## src/rtl/mem_seq_ctrl.sv

```systemverilog
// Memory-access sequencer: latches one CPU read/write, drives RAM strobes for WAIT_STATES+1 cycles, pulses done.
// Optional MEM_BOUNDS_CHECK_EN: out-of-range addresses skip the RAM access and complete with err=1.
module mem_seq_ctrl #(
    parameter int unsigned ADDR_W      = 9,
    parameter int unsigned DATA_W      = 32,
    parameter int unsigned MEM_DEPTH   = 512,
    parameter int unsigned WAIT_STATES = 2
) (
    input  logic              clk,
    input  logic              clr,
    input  logic              req,
    input  logic              we,
    input  logic [31:0]       addr,
    input  logic [DATA_W-1:0] wdata,
    input  logic [DATA_W-1:0] mem_dout,
    output logic [ADDR_W-1:0] mem_addr,
    output logic [DATA_W-1:0] mem_din,
    output logic              mem_read,
    output logic              mem_write,
    output logic [DATA_W-1:0] rdata,
    output logic              busy,
    output logic              done,
    output logic              err
);

    localparam int unsigned CNT_W = 4;

    localparam logic [1:0] S_IDLE     = 2'd0;
    localparam logic [1:0] S_SETUP    = 2'd1;
    localparam logic [1:0] S_ACCESS   = 2'd2;
    localparam logic [1:0] S_COMPLETE = 2'd3;

`ifdef MEM_BOUNDS_CHECK_EN
    localparam logic BOUNDS_EN = 1'b1;
`else
    localparam logic BOUNDS_EN = 1'b0;
`endif

    logic [1:0]        state, state_d;
    logic [CNT_W-1:0]  cnt, cnt_d;
    logic              we_q, we_d;
    logic              oob_q, oob_d;
    logic [ADDR_W-1:0] addr_d;
    logic [DATA_W-1:0] din_d;
    logic [DATA_W-1:0] rdata_d;
    logic              rd_d, wr_d, busy_d, done_d, err_d;
    logic              oob_c;

    // Full-width compare; constant-masked away when the bounds check is disabled
    assign oob_c = BOUNDS_EN && (addr >= 32'(MEM_DEPTH));

    // Next-state, datapath and registered-output next values
    always_comb begin
        state_d = state;
        cnt_d   = cnt;
        we_d    = we_q;
        oob_d   = oob_q;
        addr_d  = mem_addr;
        din_d   = mem_din;
        rdata_d = rdata;

        case (state)
            S_IDLE: begin
                if (req) begin
                    addr_d  = addr[ADDR_W-1:0];
                    if (we) begin
                        din_d = wdata;
                    end
                    we_d    = we;
                    oob_d   = oob_c;
                    state_d = S_SETUP;
                end
            end
            S_SETUP: begin
                if (oob_q) begin
                    state_d = S_COMPLETE;
                end else begin
                    state_d = S_ACCESS;
                    cnt_d   = CNT_W'(WAIT_STATES);
                end
            end
            S_ACCESS: begin
                if (cnt == '0) begin
                    state_d = S_COMPLETE;
                    if (!we_q) begin
                        rdata_d = mem_dout;
                    end
                end else begin
                    cnt_d = cnt - CNT_W'(1);
                end
            end
            S_COMPLETE: begin
                state_d = S_IDLE;
            end
            default: begin
                state_d = S_IDLE;
            end
        endcase

        rd_d   = (state_d == S_ACCESS) && !we_d;
        wr_d   = (state_d == S_ACCESS) && we_d;
        busy_d = (state_d != S_IDLE);
        done_d = (state_d == S_COMPLETE);
        err_d  = done_d && oob_d;
    end

    // State and output registers; clr drops strobes immediately
    always_ff @(posedge clk or negedge clr) begin
        if (!clr) begin
            state     <= S_IDLE;
            cnt       <= '0;
            we_q      <= 1'b0;
            oob_q     <= 1'b0;
            mem_addr  <= '0;
            mem_din   <= '0;
            rdata     <= '0;
            mem_read  <= 1'b0;
            mem_write <= 1'b0;
            busy      <= 1'b0;
            done      <= 1'b0;
            err       <= 1'b0;
        end else begin
            state     <= state_d;
            cnt       <= cnt_d;
            we_q      <= we_d;
            oob_q     <= oob_d;
            mem_addr  <= addr_d;
            mem_din   <= din_d;
            rdata     <= rdata_d;
            mem_read  <= rd_d;
            mem_write <= wr_d;
            busy      <= busy_d;
            done      <= done_d;
            err       <= err_d;
        end
    end

endmodule

```

## config.mk

```make
export PLATFORM = sky130hd
export DESIGN_NAME = mem_seq_ctrl
export DESIGN_NICKNAME = d
export VERILOG_FILES = /design/src/rtl/mem_seq_ctrl.sv
export SDC_FILE = /design/constraint.sdc
export NUM_CORES = 1
export LEC_CHECK = 0
export ABC_CLOCK_PERIOD_IN_PS = 5300
export CAP_MARGIN = 5
export CELL_PAD_IN_SITES_DETAIL_PLACEMENT = 1
export CELL_PAD_IN_SITES_GLOBAL_PLACEMENT = 1
export CORE_ASPECT_RATIO = 1.5
export CORE_UTILIZATION = 34
export DETAILED_ROUTE_END_ITERATION = 7
export GPL_TIMING_DRIVEN = 0
export PLACE_DENSITY_LB_ADDON = 0.1
export SYNTH_ARGS = -nofsm -noshare
export SYNTH_HDL_FRONTEND = slang
export SYNTH_SLANG_ARGS = --single-unit
```

## constraint.sdc

```tcl
create_clock -name clk -period 5.3 [get_ports clk]
set_clock_uncertainty 0.1 [all_clocks]
set_input_delay 1.06 -clock clk [delete_from_list [all_inputs] [get_ports clk]]
set_output_delay 1.06 -clock clk [all_outputs]
set_load 0.05 [all_outputs]
```

==> out/results.tsv, run 1 <==
metric	value	unit
core box area	10100	um^2
GRT Overall Usage	17.1	%
# hold bufs at CTS	0	
Area contributors post-synth	dfrtp_1, mux2_2, mux2_4	
WHS	0.403	ns
sw power	1.88	mW
FILL cells	1011	
final hold vios	0	
die width	85.2	um
Power Total	4.16	mW
part of the power in the clock network	14.2	%
first-pass GRT wire length	13900	um
area leader, netlist	dfrtp_1	
share of layout cells above drive strength 1	26.6	%
Seq pwr share	27.5	%
Leak	2.36	nW
total CTS buffers	9	
global route total overflow	0	
Netlist cell types	31	
Clk pin slew, worst setup/hold paths	0.06	ns
# rows	45	
largest net degree at the start of global routing	70	
Worst R2R Setup Slack	3.37	ns
maximum clock insertion buffer count	2	
I/O Pins	178	
Final Non-Filler Cells	500	
worst-skew pair later-pin latency	0.33	ns
worst hold stages	1	
final net count	485	
final core utilization	54.7	%
worst r2r src	state[0]	
ys async rst share	100	%
hold crit path type	register to register	
Critical Path RT	4.14	ns
Sw Ratio	45.2	%
EDFF count, synth	0	
most frequent cells after synthesis	dfrtp_1, mux2_2, mux2_4, nand2_1, ha_1	
Post-Route WL	8690	um
setup TNS	0	ns
drt initial violations	48	
P&R area growth vs syn	56.4	%
clk root buf	clkbuf_16	
share of total power in combinational logic	58.3	%
element type at the critical path end	output pin	
CP delay by family, top	buffers and inverters	
Buffers & Inverters on Critical Path	1	
Synthesized Nets	319	
Register-to-Register Path Depth	7	
RSZ-0062 raised after global routing	no	
endpoints failing setup	0	
critical path launch point	rdata[6]	
CP Class	register to output pin	
Fmax achieved	0.373	GHz
cell with the most instances after synthesis	dfrtp_1	
max-slew violations	0	
Placed Area	5240	um^2
cts repair resizes	0	
Worst Max-Slew Pin Slew	0.551	ns
Wirelength per Cell	17.4	um
Post-CTS Setup Inserts	0	
WP data arrival	1.52	ns
slowest CP cell	clkdlybuf4s50_1	
status	finished clean	
Synth Area per Inst	16.6	um^2
DP Cell Count	485	
Vias/cell	4.73	
Synth Instances	213	
post-synthesis instance area	3530	um^2
Seq/Total Area, Yosys	61.0	%
#FFs+latches synth	86	
RR Endpoint	rdata[16]	
DP Worst Slack	2.57	ns
Worst IR Drop VDD	0.000390	V
die height	127	um
PortBufs	154	
vias in the first global route	2607	
TritonCTS clock tree	built	
Die ar.	10800	um^2
placed wire-length estimate	6440	um
crit-path max FO	2	
crit-path max cell delay	0.84	ns
DRT Pass-1 Iters	4	
fin crit share	50.6	%
starting density of the core	35.0	%
cell internal pwr	2.28	mW
cell chain of the critical path	clkdlybuf4s50_1	
Tmin final	2.68	ns
Min-Delay Startpoint	mem_din[21]	
hold path endpoint	mem_din[21]	
vias	2365	
max-cap violation count	0	
Cell Pwr Density	754	nW/um^2
post-synth top area share	61.0	%
slew margin rel.	63.2	%
post-route ant nets	0	
DRC	0	
final worst slack	2.62	ns
cell area after layout	5520	um^2
synth warn	0	
CTS H-tree lvls	3	
critical path startpoint category	register	
initial antenna violation count	0	
Diodes inserted	0	
Final GP Congestion	0.731	
Main synth FF type	dfrtp_1	
clk sink count	86	
how the worst max path moves through the flow:
| stage | end | slack (ns) | depth (start not counted) |
|---|---|---|---|
| after floorplan | mem_din[10] | 3.25 | 4 |
| after global placement | mem_addr[1] | -0.23 | 1 |
| after detailed placement | mem_din[8] | 2.57 | 5 |
| after CTS | mem_din[21] | 2.60 | 1 |
| after global routing | mem_din[21] | 2.57 | 1 |
| final | rdata[6] | 2.62 | 1 |
layout by cell type, fill, tap and decap left out, types with 2 or more instances in the layout:
cell type	n
a21oi_1	3
and2_1	2
buf_12	3
buf_2	2
buf_4	4
clkbuf_16	9
clkbuf_8	2
clkdlybuf4s50_1	153
clkinvlp_4	2
dfrtp_1	86
ha_1	6
inv_1	5
mux2_2	43
mux2_4	30
nand2_1	8
nand3_1	2
o21ai_0	2
layer usage:
| layer | global-route usage (%) | vias to the layer above | wire length [um] |
|---|---|---|---|
| met5 | 0 | - | 0 |
| met1 | 20.0 | 1179 | 3420 |
| met4 | 8.28 | 0 | 206 |
| li1 | - | 1077 | - |
| met3 | 5.14 | 13 | 637 |
| met2 | 28.5 | 96 | 4430 |
power groups by stage:
stage,Clock [mW],Sequential (mW),Combinational [mW]
6_report,0.590,1.15,2.43
3_5_place_dp,0,1.16,2.44
2_1_floorplan,0,2.19,0.586
4_1_cts,0.606,1.15,2.45
3_3_place_gp,0,1.14,2.42
5_1_grt,0.631,1.19,2.53
sequential cells by signal, indices dropped and copies added (netlist names), 2 cells and up:
name and count:
rdata 32, state 2, mem_din 32, mem_addr 9, cnt 4
area by class of cell:
class / instances / area [um^2] / area share [%]
Tap cell: 117 / 146 / 2.65
Inverter: 5 / 18.8 / 0.340
Timing Repair Buffer: 155 / 1570 / 28.4
Sequential cell: 86 / 2150 / 39.0
Buffer: 9 / 104 / 1.88
Multi-Input combinational cell: 113 / 1250 / 22.7
Clock inverter: 3 / 20.0 / 0.363
Clock buffer: 12 / 256 / 4.65
logic make-up after synthesis:
logic type,Yosys count,share of synthesized area [%]
DFF,86,61.0
AOI/OAI and AO/OA,13,2.59
adders and majority gates,6,2.13
and+or+nand+nor,21,4.33
muxes,73,26.5
buffers and inverters,14,3.48
Note: power is estimated with default switching activity, not from simulation.
==> run 2, diff against run 1 <==
--- a/config.mk
+++ b/config.mk
@@ -5,12 +5,12 @@
 export SDC_FILE = /design/constraint.sdc
 export NUM_CORES = 1
 export LEC_CHECK = 0
-export ABC_CLOCK_PERIOD_IN_PS = 5300
+export ABC_CLOCK_PERIOD_IN_PS = 2400
 export CAP_MARGIN = 5
 export CELL_PAD_IN_SITES_DETAIL_PLACEMENT = 1
 export CELL_PAD_IN_SITES_GLOBAL_PLACEMENT = 1
 export CORE_ASPECT_RATIO = 1.5
-export CORE_UTILIZATION = 34
+export CORE_UTILIZATION = 28
 export DETAILED_ROUTE_END_ITERATION = 7
 export GPL_TIMING_DRIVEN = 0
 export PLACE_DENSITY_LB_ADDON = 0.1
==> constraint.sdc (replaced) <==
create_clock -name clk -period 2.4 [get_ports clk]
set_clock_uncertainty 0.1 [all_clocks]
set_input_delay 0.48 -clock clk [delete_from_list [all_inputs] [get_ports clk]]
set_output_delay 0.48 -clock clk [all_outputs]
set_load 0.05 [all_outputs]
==> run 2 against run 1 <==
Net effect: final area is 2.7% higher; via count up 0.93%; critical endpoint is now mem_din[19]; sequential power rose by 120%; non-clock buffer count unchanged; largest power group unchanged; clock power grew to 3.0 times the previous value; clock-buffer cell count is 1 lower.
==> out/results.tsv, run 2 (synthesis gave the netlist of run 1 again) <==
metric	value	unit
drt initial violations	30	
first-pass GRT wire length	14200	um
critical path startpoint category	register	
core box area	12100	um^2
Final GP Congestion	0.689	
biggest regs	mem_din (32), rdata (32), mem_addr (9)	
Wirelength per Cell	16.4	um
Tmin final	2.11	ns
crit-path max cell delay	0.85	ns
CTS H-tree lvls	3	
Leak	2.42	nW
Cell Pwr Density	1700	nW/um^2
endpoints failing setup	0	
CP Class	register to output pin	
Worst R2R Setup Slack	0.46	ns
max-slew violations	0	
Worst Max-Slew Pin Slew	0.600	ns
P&R area growth vs syn	60.6	%
cts repair resizes	0	
Clk pin slew, worst setup/hold paths	0.07	ns
fin crit share	88.0	%
multi-input combinational cell area	1250	um^2
DRC	0	
worst r2r src	state[0]	
I/O Pins	178	
Register-to-Register Path Depth	7	
Power Total	9.64	mW
initial antenna violation count	0	
FILL cells	1239	
vias	2387	
DRT Pass-1 Iters	4	
slew margin rel.	60.0	%
Fmax achieved	0.473	GHz
Placed Area	5290	um^2
# rows	49	
post-route ant nets	0	
WHS	0.0299	ns
GRT Overall Usage	14.5	%
CP delay by family, top	buffers and inverters	
status	finished clean	
share of layout cells above drive strength 1	27.1	%
vias in the first global route	2636	
clk sink count	86	
Vias/cell	4.45	
maximum clock insertion buffer count	2	
commonest non-fill, non-tap cell in the layout	clkdlybuf4s50_1	
worst-skew pair later-pin latency	0.34	ns
starting density of the core	29.1	%
most frequent cells in the layout	clkdlybuf4s50_1, dfrtp_1, mux2_2	
Post-Route WL	8810	um
hold crit path type	input pin to asynchronous set/reset pin	
Die ar.	13100	um^2
global route total overflow	0	
max-cap violation count	0	
element type at the critical path end	output pin	
clk root buf	clkbuf_16	
cell area after layout	5670	um^2
total CTS buffers	9	
largest net degree at the start of global routing	45	
# hold bufs at CTS	0	
Critical Path RT	1.82	ns
RSZ-0062 raised after global routing	no	
crit-path max FO	2	
Diodes inserted	0	
Buffers & Inverters on Critical Path	1	
final net count	485	
WP data arrival	1.53	ns
Post-CTS Setup Inserts	0	
placed wire-length estimate	6450	um
slowest CP cell	clkdlybuf4s50_1	
Reg area	2150	um^2
die height	139	um
cell chain of the critical path	clkdlybuf4s50_1	
RR Endpoint	rdata[0]	
Worst IR Drop VDD	0.000712	V
PortBufs	154	
die width	93.7	um
TritonCTS clock tree	built	
final hold vios	0	
==> run 2: cell types whose count changed in the layout (fill, tap and decap cells not counted) <==
cell,delta
bufinv_16,+4
clkinvlp_4,-2
clkbuf_1,-1
clkinv_2,-1
clkinv_4,+1
==> run 2: where the power goes <==
group          internal [mW]  switching (mW)  leakage [nW]  total [mW]
Clock                   1.18           0.592         0.186        1.77
Sequential              2.16           0.361          1.02        2.52
Combinational           2.12            3.22          1.21        5.34
==> run 2: metal layers <==
| layer | share of wire [%] | vias to the layer above | global-route usage, % |
|---|---|---|---|
| met5 | 0 | - | 0 |
| met4 | 2.5 | 0 | 7.37 |
| met3 | 7.5 | 14 | 4.26 |
| met2 | 53 | 92 | 25.2 |
| met1 | 37 | 1202 | 15.8 |
| li1 | - | 1079 | - |
==> run 2: how the worst max path moves through the flow <==
stage	cells past startpoint	slack [ns]	to	start
6_report	1	0.29	mem_din[19]	mem_din[19]
2_1_floorplan	7	0.63	rdata[0]	state[0]
5_1_grt	1	0.25	rdata[22]	rdata[22]
4_1_cts	1	0.26	mem_din[19]	mem_din[19]
3_3_place_gp	1	-2.66	rdata[12]	clr
3_5_place_dp	5	0.21	mem_din[18]	req
==> run 2: cell type report <==
class                   count  area share, %
repair buffers            155           27.6
multi-input cells         113           22.1
clock inverters             5           2.27
clock buffers              11           4.46
flip-flops and latches     86           38.0
plain buffers               9           1.83
well taps                 153           3.38
inverters                   5          0.331
==> run 2: metrics by stage <==
step           cells  util (%)  setup WS, ns  TNS, ns
6_report         537      46.7         0.287        0
5_1_grt          537      46.7         0.247        0
4_1_cts          537      46.7         0.263        0
3_5_place_dp     521      43.5         0.208        0
3_3_place_gp     520      43.3         -2.66  -227.69
2_1_floorplan    213         -         0.630        0
==> variant: new RTL, flow settings as in run 2 <==
Put one more register stage on the output `mem_din`, with the module's reset. The value now appears one clock later. The other outputs are not delayed to match.
--- a/src/rtl/mem_seq_ctrl.sv
+++ b/src/rtl/mem_seq_ctrl.sv
@@ -30,6 +30,8 @@
     localparam logic [1:0] S_ACCESS   = 2'd2;
     localparam logic [1:0] S_COMPLETE = 2'd3;
 
+    logic [DATA_W-1:0] mem_din_s0;
+
 `ifdef MEM_BOUNDS_CHECK_EN
     localparam logic BOUNDS_EN = 1'b1;
 `else
@@ -56,7 +58,7 @@
         we_d    = we_q;
         oob_d   = oob_q;
         addr_d  = mem_addr;
-        din_d   = mem_din;
+        din_d   = mem_din_s0;
         rdata_d = rdata;
 
         case (state)
@@ -112,7 +114,7 @@
             we_q      <= 1'b0;
             oob_q     <= 1'b0;
             mem_addr  <= '0;
-            mem_din   <= '0;
+            mem_din_s0 <= '0;
             rdata     <= '0;
             mem_read  <= 1'b0;
             mem_write <= 1'b0;
@@ -125,7 +127,7 @@
             we_q      <= we_d;
             oob_q     <= oob_d;
             mem_addr  <= addr_d;
-            mem_din   <= din_d;
+            mem_din_s0 <= din_d;
             rdata     <= rdata_d;
             mem_read  <= rd_d;
             mem_write <= wr_d;
@@ -135,5 +137,13 @@
         end
     end
 
+    always_ff @(posedge clk or negedge clr) begin
+        if (!clr) begin
+            mem_din <= '0;
+        end else begin
+            mem_din <= mem_din_s0;
+        end
+    end
+
 endmodule
 
Function: changed (Yosys sat finds a counterexample within 4 cycles, from zero or initial values).
==> variant against run 2 <==
  * Sequential cell count is 32 higher
  * Wire length is 11% higher
  * Setup slack worse by 0.045 ns
  * Via count is 13% higher
  * Total power is 20% higher
  * Area after synthesis is 22% higher
  * Non-clock buffer count is 1 higher
  * Cell area is 20% higher
==> variant: results (changes against run 2) <==
[grt]
grt_max_degree = 71  ; was 45
grt_pass1_wl_um = 15680  ; was 14,210 µm

[final_layout]
buf_share = 0.2423  ; was 0.2947
layoutNonFillerInstCount = 638  ; was 537
nClkBuffers = 17  ; was 11
multi_input_area_um2 = 1277  ; was 1254 µm²
n_all_inverters = 6  ; was 5
sh_seq_area = 0.4349  ; was 0.3797
num-multi-input-gates = 118  ; was 113
seqCellArea_um2 = 2953  ; was 2152 µm²
buffers = 165  ; was 164

[logic_synthesis]
synth-seq-cells = 118  ; was 86
synth_cells = 251  ; was 213
netlist_top_cells_area = dfrtp_1 (68%), mux2_2 (11%), mux2_4 (10%)  ; was dfrtp_1 (61%), mux2_2 (14%), mux2_4 (13%)
seq_area_frac_synth = 0.6839  ; was 0.6099
synth_fa_ha_area_frac = 0.01739  ; was 0.02128
muxShareOfSynthArea = 0.2165  ; was 0.2649
yosys.cell_types.count = 35  ; was 31
synthTopCellsByCount = dfrtp_1 (118), mux2_2 (43), mux2_4 (30)  ; was dfrtp_1 (86), mux2_2 (43), mux2_4 (30)

[run_status]
status = completed  ; unchanged

[critical_path]
arrival_ns = 1.58  ; was 1.53 ns
max_stage_delay_ns = 0.82  ; was 0.85 ns
reg2reg_to = rdata[22]  ; was rdata[0]
r2r_setup_slack_ns = 0.40  ; was 0.46 ns

[drt]
viasPerCell = 4.235  ; was 4.445

[timing]
hold_slack_ns = 0.2685  ; was 0.02992 ns

[place]
place_ws_ns = 0.09384  ; was 0.2079 ns
placedCellCount = 605  ; was 521
dpl_cell_area_um2 = 6137  ; was 5286 µm²

[power]
max-vdd-ir-drop_mv = 0.6681  ; was 0.7119 mV
comb-power_mw = 5.38  ; was 5.34 mW

[cts]
clk_latency_ns = 0.41  ; was 0.34 ns
cts-htree-levels = 4  ; was 3
hold_buffers = 1  ; was 0

variant: cell count changes after synthesis, moves of 2 or more:
cell / run 2 / this run
dfrtp_1: 86 / 118
buf_12: 3 / 0
nand2_1: 8 / 5
and2_1: 2 / 0
buf_2: 2 / 4
buf_4: 3 / 1
buf_6: 1 / 3
nor2_1: 1 / 3
nor2b_1: 0 / 2
o31ai_1: 0 / 2
variant: worst max-delay path by stage:
stage                      from       endpoint  slack (ns)  cells past startpoint
finish                rdata[23]      rdata[23]        0.24                      1
detailed placement          req  mem_din_s0[1]        0.09                      5
global placement            clr    mem_din[23]       -4.06                      1
floorplan              state[0]       rdata[0]        0.60                      7
global route          rdata[23]      rdata[23]        0.17                      1
CTS                 mem_din[13]    mem_din[13]        0.21                      1
variant: routing by layer:
layer	GRT usage	routed length [µm]	up-vias	part of all wire
met1	0.1474	3691	1355	0.38
met4	0.06439	136	0	0.014
met3	0.06455	993	12	0.10
met2	0.2167	4958	103	0.51
li1	-	-	1232	-
met5	0	0	-	0
